File: src/rtl/hazard_pkg.sv
// -----------------------------------------------------------------------------
// hazard_pkg
// Shared types and helpers for the pipeline hazard / forwarding controller.
//   FWD_RF / FWD_M / FWD_W : E-stage operand select encodings
//   pipe_ent_t             : one in-flight register writer (shadow pipe entry)
//   match()                : does a writer entry produce the given source reg?
// Register addresses are carried at MAX_REG_AW bits inside the package types.
// The top zero-extends its REG_AW-wide addresses, so REG_AW must not exceed
// MAX_REG_AW.
// -----------------------------------------------------------------------------
package hazard_pkg;

    localparam logic [1:0] FWD_RF = 2'b00;
    localparam logic [1:0] FWD_M  = 2'b01;
    localparam logic [1:0] FWD_W  = 2'b10;

    localparam int MAX_REG_AW = 8;

    typedef logic [MAX_REG_AW-1:0] reg_addr_t;

    typedef struct packed {
        logic      valid;
        reg_addr_t rd;
        logic      regwrite;
        logic      load;
    } pipe_ent_t;

    localparam pipe_ent_t ENT_EMPTY = '0;

    // Register 0 is hard-wired zero, so a write to it never creates a hazard.
    function automatic logic match(input pipe_ent_t ent, input reg_addr_t src);
        return ent.valid && ent.regwrite && (ent.rd != '0) && (ent.rd == src);
    endfunction

endpackage

File: src/rtl/hazard_unit_sat_counter.sv
// -----------------------------------------------------------------------------
// sat_counter
// Up-counter that sticks at all-ones instead of wrapping.
//   clk   : clock
//   reset : synchronous, active-high; clears the count
//   inc   : add one this cycle (ignored once saturated)
//   q     : current count
// -----------------------------------------------------------------------------
module sat_counter #(
    parameter int W = 32
) (
    input  logic         clk,
    input  logic         reset,
    input  logic         inc,
    output logic [W-1:0] q
);

    logic [W-1:0] cnt_q;
    logic [W-1:0] cnt_d;

    always_comb begin
        cnt_d = cnt_q;
        if (inc && (cnt_q != '1)) begin
            cnt_d = cnt_q + {{(W-1){1'b0}}, 1'b1};
        end
    end

    always_ff @(posedge clk) begin
        if (reset) begin
            cnt_q <= '0;
        end else begin
            cnt_q <= cnt_d;
        end
    end

    assign q = cnt_q;

endmodule

File: src/rtl/hazard_unit.sv
// -----------------------------------------------------------------------------
// hazard_unit
// Hazard and forwarding controller for the 5-stage F/D/E/M/W datapath. Keeps
// a shadow copy of the register writers in E, M and W and from it derives the
// pipeline-register enables, bubble/flush requests and E-stage forward selects.
//
// Ports
//   clk, reset          : clock, synchronous active-high reset
//   dec_valid           : D-stage instruction valid
//   dec_rs1/rs2/rd      : D-stage source / destination registers
//   dec_regwrite        : D instruction writes rd
//   dec_load            : D instruction is a load
//   redirect            : taken branch/jump resolved in M
//   dhit                : data-memory hit; low freezes the whole pipe
//   pc_en_f             : enable of PC and F/D register
//   en_de               : enable of D/E register
//   bubble_e            : load D/E with a NOP
//   flush_m             : load E/M with a NOP
//   fwd_a / fwd_b       : E operand select (00 regfile, 01 ALUOutM, 10 ResultW)
//   stall_cnt           : saturating count of hazard-stall cycles
//   flush_cnt           : saturating count of redirects taken
//
// Handshake: the pipe has no valid/ready pairs; a stage advances on a clock
// edge only when its enable is high, and a bubble/flush replaces the incoming
// instruction with a NOP in the same edge.
// -----------------------------------------------------------------------------
module hazard_unit
    import hazard_pkg::*;
#(
    parameter int REG_AW    = 5,
    parameter bit FWD_EN    = 1'b1,
    parameter bit RF_BYPASS = 1'b1,
    parameter int CNT_W     = 32
) (
    input  logic              clk,
    input  logic              reset,
    input  logic              dec_valid,
    input  logic [REG_AW-1:0] dec_rs1,
    input  logic [REG_AW-1:0] dec_rs2,
    input  logic [REG_AW-1:0] dec_rd,
    input  logic              dec_regwrite,
    input  logic              dec_load,
    input  logic              redirect,
    input  logic              dhit,
    output logic              pc_en_f,
    output logic              en_de,
    output logic              bubble_e,
    output logic              flush_m,
    output logic [1:0]        fwd_a,
    output logic [1:0]        fwd_b,
    output logic [CNT_W-1:0]  stall_cnt,
    output logic [CNT_W-1:0]  flush_cnt
);

    // Per-cycle pipe action, in priority order.
    localparam logic [1:0] MODE_NORMAL   = 2'd0;
    localparam logic [1:0] MODE_STALL    = 2'd1;
    localparam logic [1:0] MODE_REDIRECT = 2'd2;
    localparam logic [1:0] MODE_FREEZE   = 2'd3;

    pipe_ent_t e_q, e_d;
    pipe_ent_t m_q, m_d;
    pipe_ent_t w_q, w_d;
    reg_addr_t e_rs1_q, e_rs1_d;
    reg_addr_t e_rs2_q, e_rs2_d;

    reg_addr_t d_rs1;
    reg_addr_t d_rs2;
    reg_addr_t d_rd;
    logic      hazard;
    logic [1:0] mode;

    assign d_rs1 = reg_addr_t'(dec_rs1);
    assign d_rs2 = reg_addr_t'(dec_rs2);
    assign d_rd  = reg_addr_t'(dec_rd);

    // M wins over W because it holds the younger value of the register.
    // A load in M has no data yet, so it is never a forward source.
    function automatic logic [1:0] fwd_sel(input pipe_ent_t m, input pipe_ent_t w,
                                           input reg_addr_t src);
        logic [1:0] sel;
        sel = FWD_RF;
        if (FWD_EN) begin
            if (match(m, src) && !m.load) begin
                sel = FWD_M;
            end else if (match(w, src)) begin
                sel = FWD_W;
            end
        end
        return sel;
    endfunction

    always_comb begin
        hazard = 1'b0;
        if (dec_valid) begin
            if (FWD_EN) begin
                // Only load-use needs a stall; everything else is forwarded.
                hazard = e_q.load && (match(e_q, d_rs1) || match(e_q, d_rs2));
            end else begin
                hazard = match(e_q, d_rs1) || match(e_q, d_rs2) ||
                         match(m_q, d_rs1) || match(m_q, d_rs2) ||
                         (!RF_BYPASS && (match(w_q, d_rs1) || match(w_q, d_rs2)));
            end
        end

        if (!dhit) begin
            mode = MODE_FREEZE;
        end else if (redirect) begin
            mode = MODE_REDIRECT;
        end else if (hazard) begin
            mode = MODE_STALL;
        end else begin
            mode = MODE_NORMAL;
        end
    end

    always_comb begin
        pc_en_f  = 1'b1;
        en_de    = 1'b1;
        bubble_e = 1'b0;
        flush_m  = 1'b0;
        e_d      = e_q;
        m_d      = m_q;
        w_d      = w_q;
        e_rs1_d  = e_rs1_q;
        e_rs2_d  = e_rs2_q;

        case (mode)
            MODE_FREEZE: begin
                pc_en_f = 1'b0;
                en_de   = 1'b0;
            end
            MODE_REDIRECT: begin
                // Wrong-path instructions in E and M are squashed; the one in
                // M's slot already committed nothing, the older one moves on.
                bubble_e = 1'b1;
                flush_m  = 1'b1;
                e_d      = ENT_EMPTY;
                e_rs1_d  = '0;
                e_rs2_d  = '0;
                m_d      = ENT_EMPTY;
                w_d      = m_q;
            end
            MODE_STALL: begin
                pc_en_f  = 1'b0;
                en_de    = 1'b0;
                bubble_e = 1'b1;
                e_d      = ENT_EMPTY;
                e_rs1_d  = '0;
                e_rs2_d  = '0;
                m_d      = e_q;
                w_d      = m_q;
            end
            default: begin
                e_d.valid    = dec_valid;
                e_d.rd       = d_rd;
                e_d.regwrite = dec_regwrite;
                e_d.load     = dec_load;
                e_rs1_d      = d_rs1;
                e_rs2_d      = d_rs2;
                m_d          = e_q;
                w_d          = m_q;
            end
        endcase
    end

    always_ff @(posedge clk) begin
        if (reset) begin
            e_q     <= ENT_EMPTY;
            m_q     <= ENT_EMPTY;
            w_q     <= ENT_EMPTY;
            e_rs1_q <= '0;
            e_rs2_q <= '0;
        end else begin
            e_q     <= e_d;
            m_q     <= m_d;
            w_q     <= w_d;
            e_rs1_q <= e_rs1_d;
            e_rs2_q <= e_rs2_d;
        end
    end

    assign fwd_a = fwd_sel(m_q, w_q, e_rs1_q);
    assign fwd_b = fwd_sel(m_q, w_q, e_rs2_q);

    sat_counter #(.W(CNT_W)) u_stall_cnt (
        .clk   (clk),
        .reset (reset),
        .inc   (mode == MODE_STALL),
        .q     (stall_cnt)
    );

    sat_counter #(.W(CNT_W)) u_flush_cnt (
        .clk   (clk),
        .reset (reset),
        .inc   (mode == MODE_REDIRECT),
        .q     (flush_cnt)
    );

endmodule

File: config.mk
export PLATFORM = sky130hd
export DESIGN_NAME = hazard_unit
export DESIGN_NICKNAME = d
export VERILOG_FILES = /design/src/rtl/hazard_pkg.sv /design/src/rtl/hazard_unit_sat_counter.sv /design/src/rtl/hazard_unit.sv
export SDC_FILE = /design/constraint.sdc
export NUM_CORES = 1
export LEC_CHECK = 0
export ABC_AREA = 0
export CAP_MARGIN = 10
export CORE_ASPECT_RATIO = 0.9
export CORE_MARGIN = 2
export CORE_UTILIZATION = 25
export CTS_BUF_LIST = sky130_fd_sc_hd__clkbuf_4 sky130_fd_sc_hd__clkbuf_8 sky130_fd_sc_hd__clkbuf_16
export DETAILED_ROUTE_END_ITERATION = 6
export PLACE_DENSITY = 0.41
export SYNTH_ARGS = -nofsm -noshare
export SYNTH_HDL_FRONTEND = slang
export SYNTH_SLANG_ARGS = --single-unit
File: constraint.sdc
create_clock -name clk -period 6.88 [get_ports clk]
set_input_delay 1.376 -clock clk [delete_from_list [all_inputs] [get_ports clk]]
set_output_delay 1.376 -clock clk [all_outputs]
set_load 0.03 [all_outputs]
* Word level (Yosys, flattened, before mapping)
Cells that the tools add are included.
Operators by class: $add $sub $neg 2, multipliers 0, divide/modulo/power cells 0, order comparisons 0, eq/ne operators 11, shift operators 0, mux-type cells 15, bitwise operators 0, reductions and logical operators 24
Operators by type and width (count):
- $add A32 B1 Y32 const B | 2
- $ne A32 B32 Y1 const B | 2
- $pmux W11 S2 | 2
- $eq A8 B8 Y1 | 4
- $pmux W8 S2 | 2
- $reduce_bool A8 Y1 | 3
- $logic_and A1 B1 Y1 | 17
- $eq A8 B5 Y1 | 2
- $mux W2 | 6
- $mux W1 | 5
- $eq A2 B2 Y1 const B | 2
- $reduce_or A2 Y1 | 2
- $eq A2 B1 Y1 const B | 1
- $logic_not A1 Y1 | 1
- $logic_or A1 B1 Y1 | 1
Word-level totals: bits in registers 112, bits in latches 0, bits in writable memories 0, ROM bits 0, bits of input ports 22, output and inout port bits 72, logic and storage cells 67, memories kept 0

* Longest topological paths before layout
depth after elaboration 12, depth in mapped cells 11, mapped depth without buffers 11

* Modules after synthesis
From an unflattened synthesis, not the netlist that was laid out.
Second synthesis, totals: cells, all modules 588, area, all modules 5017.3 um^2
Modules (own cells, without submodules):
- sat_counter | times used 2, cells each 199, area an instance 1674.1 um^2, sequential area each 640.6 um^2
- hazard_unit | times used 1, cells each 190, area an instance 1669.1 um^2, sequential area each 660.6 um^2

* Worst setup path after synthesis
No wires, ideal clock.
path type in2out, from in dec_rs2[4], to out bubble_e, arrival time 2.673 ns, required time 5.504 ns, slack 2.831 ns, stages on the path 6, buffers on the path 0, path through xnor2_1 > nand3_1 > nor3_1 > a31oi_1 > o41ai_1 > ha_1
On the way: longest elaborated chain between the ends 11, elaborated cells on any way between the ends 12, those cells by class eq/ne: 3; mux: 5; reduce/logical: 4
Ends and longest elaborated chain:
- from (decl) | RTL line hazard_unit.sv:39 | input logic [REG_AW-1:0] dec_rs2,
- $eq A8 B5 Y1 *
- $logic_and A1 B1 Y1 *
- $logic_or A1 B1 Y1 *
- $logic_and A1 B1 Y1 * | RTL line hazard_unit.sv:98 | hazard = e_q.load && (match(e_q, d_rs1) || match(e_q, d_rs2));
- $mux W1 * | RTL line hazard_unit.sv:95 | if (dec_valid) begin
- $mux W1 * | RTL line hazard_unit.sv:110 | end else if (hazard) begin
- $mux W2 * | RTL line hazard_unit.sv:108 | end else if (redirect) begin
- $mux W2 * | RTL line hazard_unit.sv:106 | if (!dhit) begin
- $eq A2 B1 Y1 / $eq A2 B2 Y1 (equally long branches) | RTL line hazard_unit.sv:128 | case (mode)
- $reduce_or A2 Y1 (no source line) *
- $mux W1 * | RTL line hazard_unit.sv:128
- to (decl) | RTL line hazard_unit.sv:47 | output logic bubble_e,
Every way passes the cells marked *; elsewhere a longest branch is shown, timed or not.

* Worst setup path in the final report
Ends and elaborated chain as after synthesis.

==> impl_metrics.json <==
{
  "outcome": "finished clean",
  "routed-wl-met2_um": 6228,
  "report.final.slew_viol_count": 0,
  "cp_data_arrival_time_ns": 4.05,
  "worst-setup-path-type": "input pin to primary output",
  "skew_ns": 0.007470,
  "worstPathRequired_ns": 5.50,
  "ant_nets": 0,
  "relSlewSlack_pct": 31.70,
  "worst_slack_ns": 1.450,
  "routed_wl_um": 14190,
  "overflow": 0,
  "ys_top_cells_by_count": "97 x dfxtp_1, 75 x nor2_1, 58 x a21oi_1",
  "ctsResizeCount": 0,
  "holdPathEnd": "u_flush_cnt.q[31]",
  "grt_usage_pct": 14.04,
  "portBuffers": 93,
  "powerDensity_mw_per_mm2": 186.7,
  "placedCellCount": 900,
  "wl_per_cell_um": 15.49,
  "rsz0062_at_grt": "no",
  "synth_area_mm2": 0.004895,
  "critPathSlowestCell": "clkdlybuf4s50_1",
  "reg2reg_from": "e_q[6]",
  "cts_setup_buffers": 0,
  "grt_max_degree": 66,
  "fin_nets": 687,
  "antenna_cells_inserted": 0,
  "cts.sinks": 97,
  "grt_pass1_vias": 4373,
  "syn2layout_area_growth_pct": 29.47,
  "setup_viol": 0,
  "instances_no_fill": 916,
  "ctsHtreeMaxLevel": 3,
  "synth_cell_types": 52,
  "antenna_found_initial": 0,
  "io_pins": 94,
  "crit_fanout": 13,
  "crit_path_max_incr_delay_ns": 0.72,
  "via_per_inst": 5.016,
  "min_period_over_period_pct": 78.92,
  "syn_inst": 582,
  "maxUsedRoutingLayer": "met4",
  "min-delay-start": "u_flush_cnt.q[31]",
  "clock_path_buffers": 2,
  "dpl.hpwl_um": 9998,
  "placedInstanceArea_mm2": 0.006041,
  "rr_worst_depth": 11,
  "holdBufCountCts": 0,
  "vias": 4595,
  "whs_ns": 0.4998,
  "cp-end-kind": "primary output",
  "synth_top_area_cell": "dfxtp_1",
  "wl_met3_um": 666,
  "ys_top_cells_by_area": "dfxtp_1 40%, a21oi_1 5.9%, nor2_1 5.8%",
  "die_width_um": 151.5,
  "post-synth-top-count-cell": "dfxtp_1",
  "synth-main-ff-cell": "dfxtp_1",
  "post-route-min-period_ns": 5.430,
  "fillerInstances": 2016,
  "leakage_nw": 2.077,
  "fmax_mhz": 184.2,
  "avgSynthCellArea_um2": 8.410,
  "drive_gt1_share_pct": 5.255,
  "grt_pass1_wl_um": 23030,
  "synth-edff-count": 0,
  "hold_depth": 2,
  "startpoint_type": "input pin",
  "root_buffer": "clkbuf_16",
  "first_pass_iters": 4,
  "drc": 0,
  "ys_warn_count": 0,
  "synth_nets": 608,
  "worstHoldPathType": "flop to flop",
  "num_rows": 48,
  "finalSetupTns_ns": 0,
  "ir_drop_mv": 0.1014,
  "cts_made_buffers": 9,
  "rrSetupSlack_ns": 3.25,
  "finalHoldViolCount": 0,
  "cp-startpoint": "dec_rs2[4]",
  "drt-met1-wl_um": 7097,
  "yosysTopAreaCellShare_pct": 39.67,
  "tritoncts": "yes",
  "final_cell_area_mm2": 0.006337,
  "crit_top_cell": "clkdlybuf4s50_1",
  "ys_ff_latch": 97,
  "coreArea_mm2": 0.01916,
  "clk_latency_ns": 0.35,
  "clk_pin_slew_ns": 0.07,
  "dieArea_mm2": 0.02072,
  "die_h_um": 136.7,
  "async_flop_share_pct": 0,
  "timing.rr.end": "u_stall_cnt.q[31]",
  "pre_cts_ws_ns": 1.437,
  "path_cells": "clkdlybuf4s50_1, xnor2_1, nand3_1, nor3_1, a31oi_1, o41ai_1, ha_2, clkdlybuf4s50_1",
  "drtIter0Drc": 226,
  "start_util_pct": 25.55,
  "gp_congestion": 0.7884,
  "worst_pin_slew_ns": 1.025,
  "max_cap_viol_count": 0,
  "seq_area_frac_synth_pct": 39.67
}
per-stage QoR:
stage                     power (mW)  util (%)
final                          1.183     33.08
after global routing           1.230     33.08
after global placement        0.6799     31.53
after detailed placement      0.6806     31.53
after CTS                      1.207     33.08
after floorplan               0.6458         -
worst max-delay path by stage:
stage          endpoint  slack [ns]  cells past startpoint
5_1_grt        bubble_e        1.18                      8
3_3_place_gp   bubble_e        1.46                      8
4_1_cts        bubble_e        1.40                      8
3_5_place_dp   bubble_e        1.44                      8
2_1_floorplan  bubble_e        2.83                      6
6_report       bubble_e        1.45                      8
area by class of cell:
| type | instances | area (um2) | area share [%] |
|---|---|---|---|
| inverter | 9 | 33.78 | 0.5331 |
| clock buffer | 9 | 225.2 | 3.554 |
| clock inverter | 7 | 71.32 | 1.125 |
| sequential | 97 | 1942 | 30.64 |
| tap | 250 | 312.8 | 4.936 |
| timing repair buffer | 95 | 943.4 | 14.89 |
| multi-input combinational | 449 | 2809 | 44.32 |
where the power goes:
part / switching [mW] / leakage [nW] / internal [mW] / total (mW)
Sequential: 0.0117 / 0.784 / 0.569 / 0.581
Combinational: 0.0482 / 1.16 / 0.0372 / 0.0854
Clock: 0.235 / 0.137 / 0.281 / 0.517
critical path: cells and delay by family:
family / cells / cell delay (ns)
buffers and inverters: 2 / 1.23
AOI/OAI and AO/OA: 2 / 0.61
adders and majority gates: 1 / 0.42
and+or+nand+nor: 2 / 0.29
xor gates and xnor gates: 1 / 0.13
cell families after synthesis:
logic type / count (synthesis) / synth area share, %
XOR/XNOR: 45 / 8.052
adder cells (fa/ha/maj): 4 / 1.023
flip-flops: 97 / 39.67
AO/OA/AOI/OAI: 127 / 15.98
AND/OR/NAND/NOR: 260 / 29.35
multiplexers: 13 / 2.761
buffers and inverters: 36 / 3.170
sequential cells by signal, summed over array words and instances (netlist names):
name,flops
m_q,8
e_rs1_q,5
w_q,7
e_q,8
u_flush_cnt.q,32
e_rs2_q,5
u_stall_cnt.q,32
metal layers:
layer | vias to the layer above | global-route usage, %
met5 | - | 0
met4 | 0 | 4.527
met3 | 15 | 2.933
met2 | 102 | 21.90
met1 | 2174 | 19.37
li1 | 2304 | -
cell usage in the layout, fill, tap and decap left out, drive strengths merged, types with 12 or more instances in the layout:
cell type	count
nor4	17
a21oi	58
o31ai	14
xnor2	17
or3	29
xor2	28
dfxtp	97
nand4	24
nand2	31
nand3	21
nor2	75
clkdlybuf4s50	92
o21ai	28
or4	20
nor3b	12
Note: power is estimated with default switching activity, not from simulation.
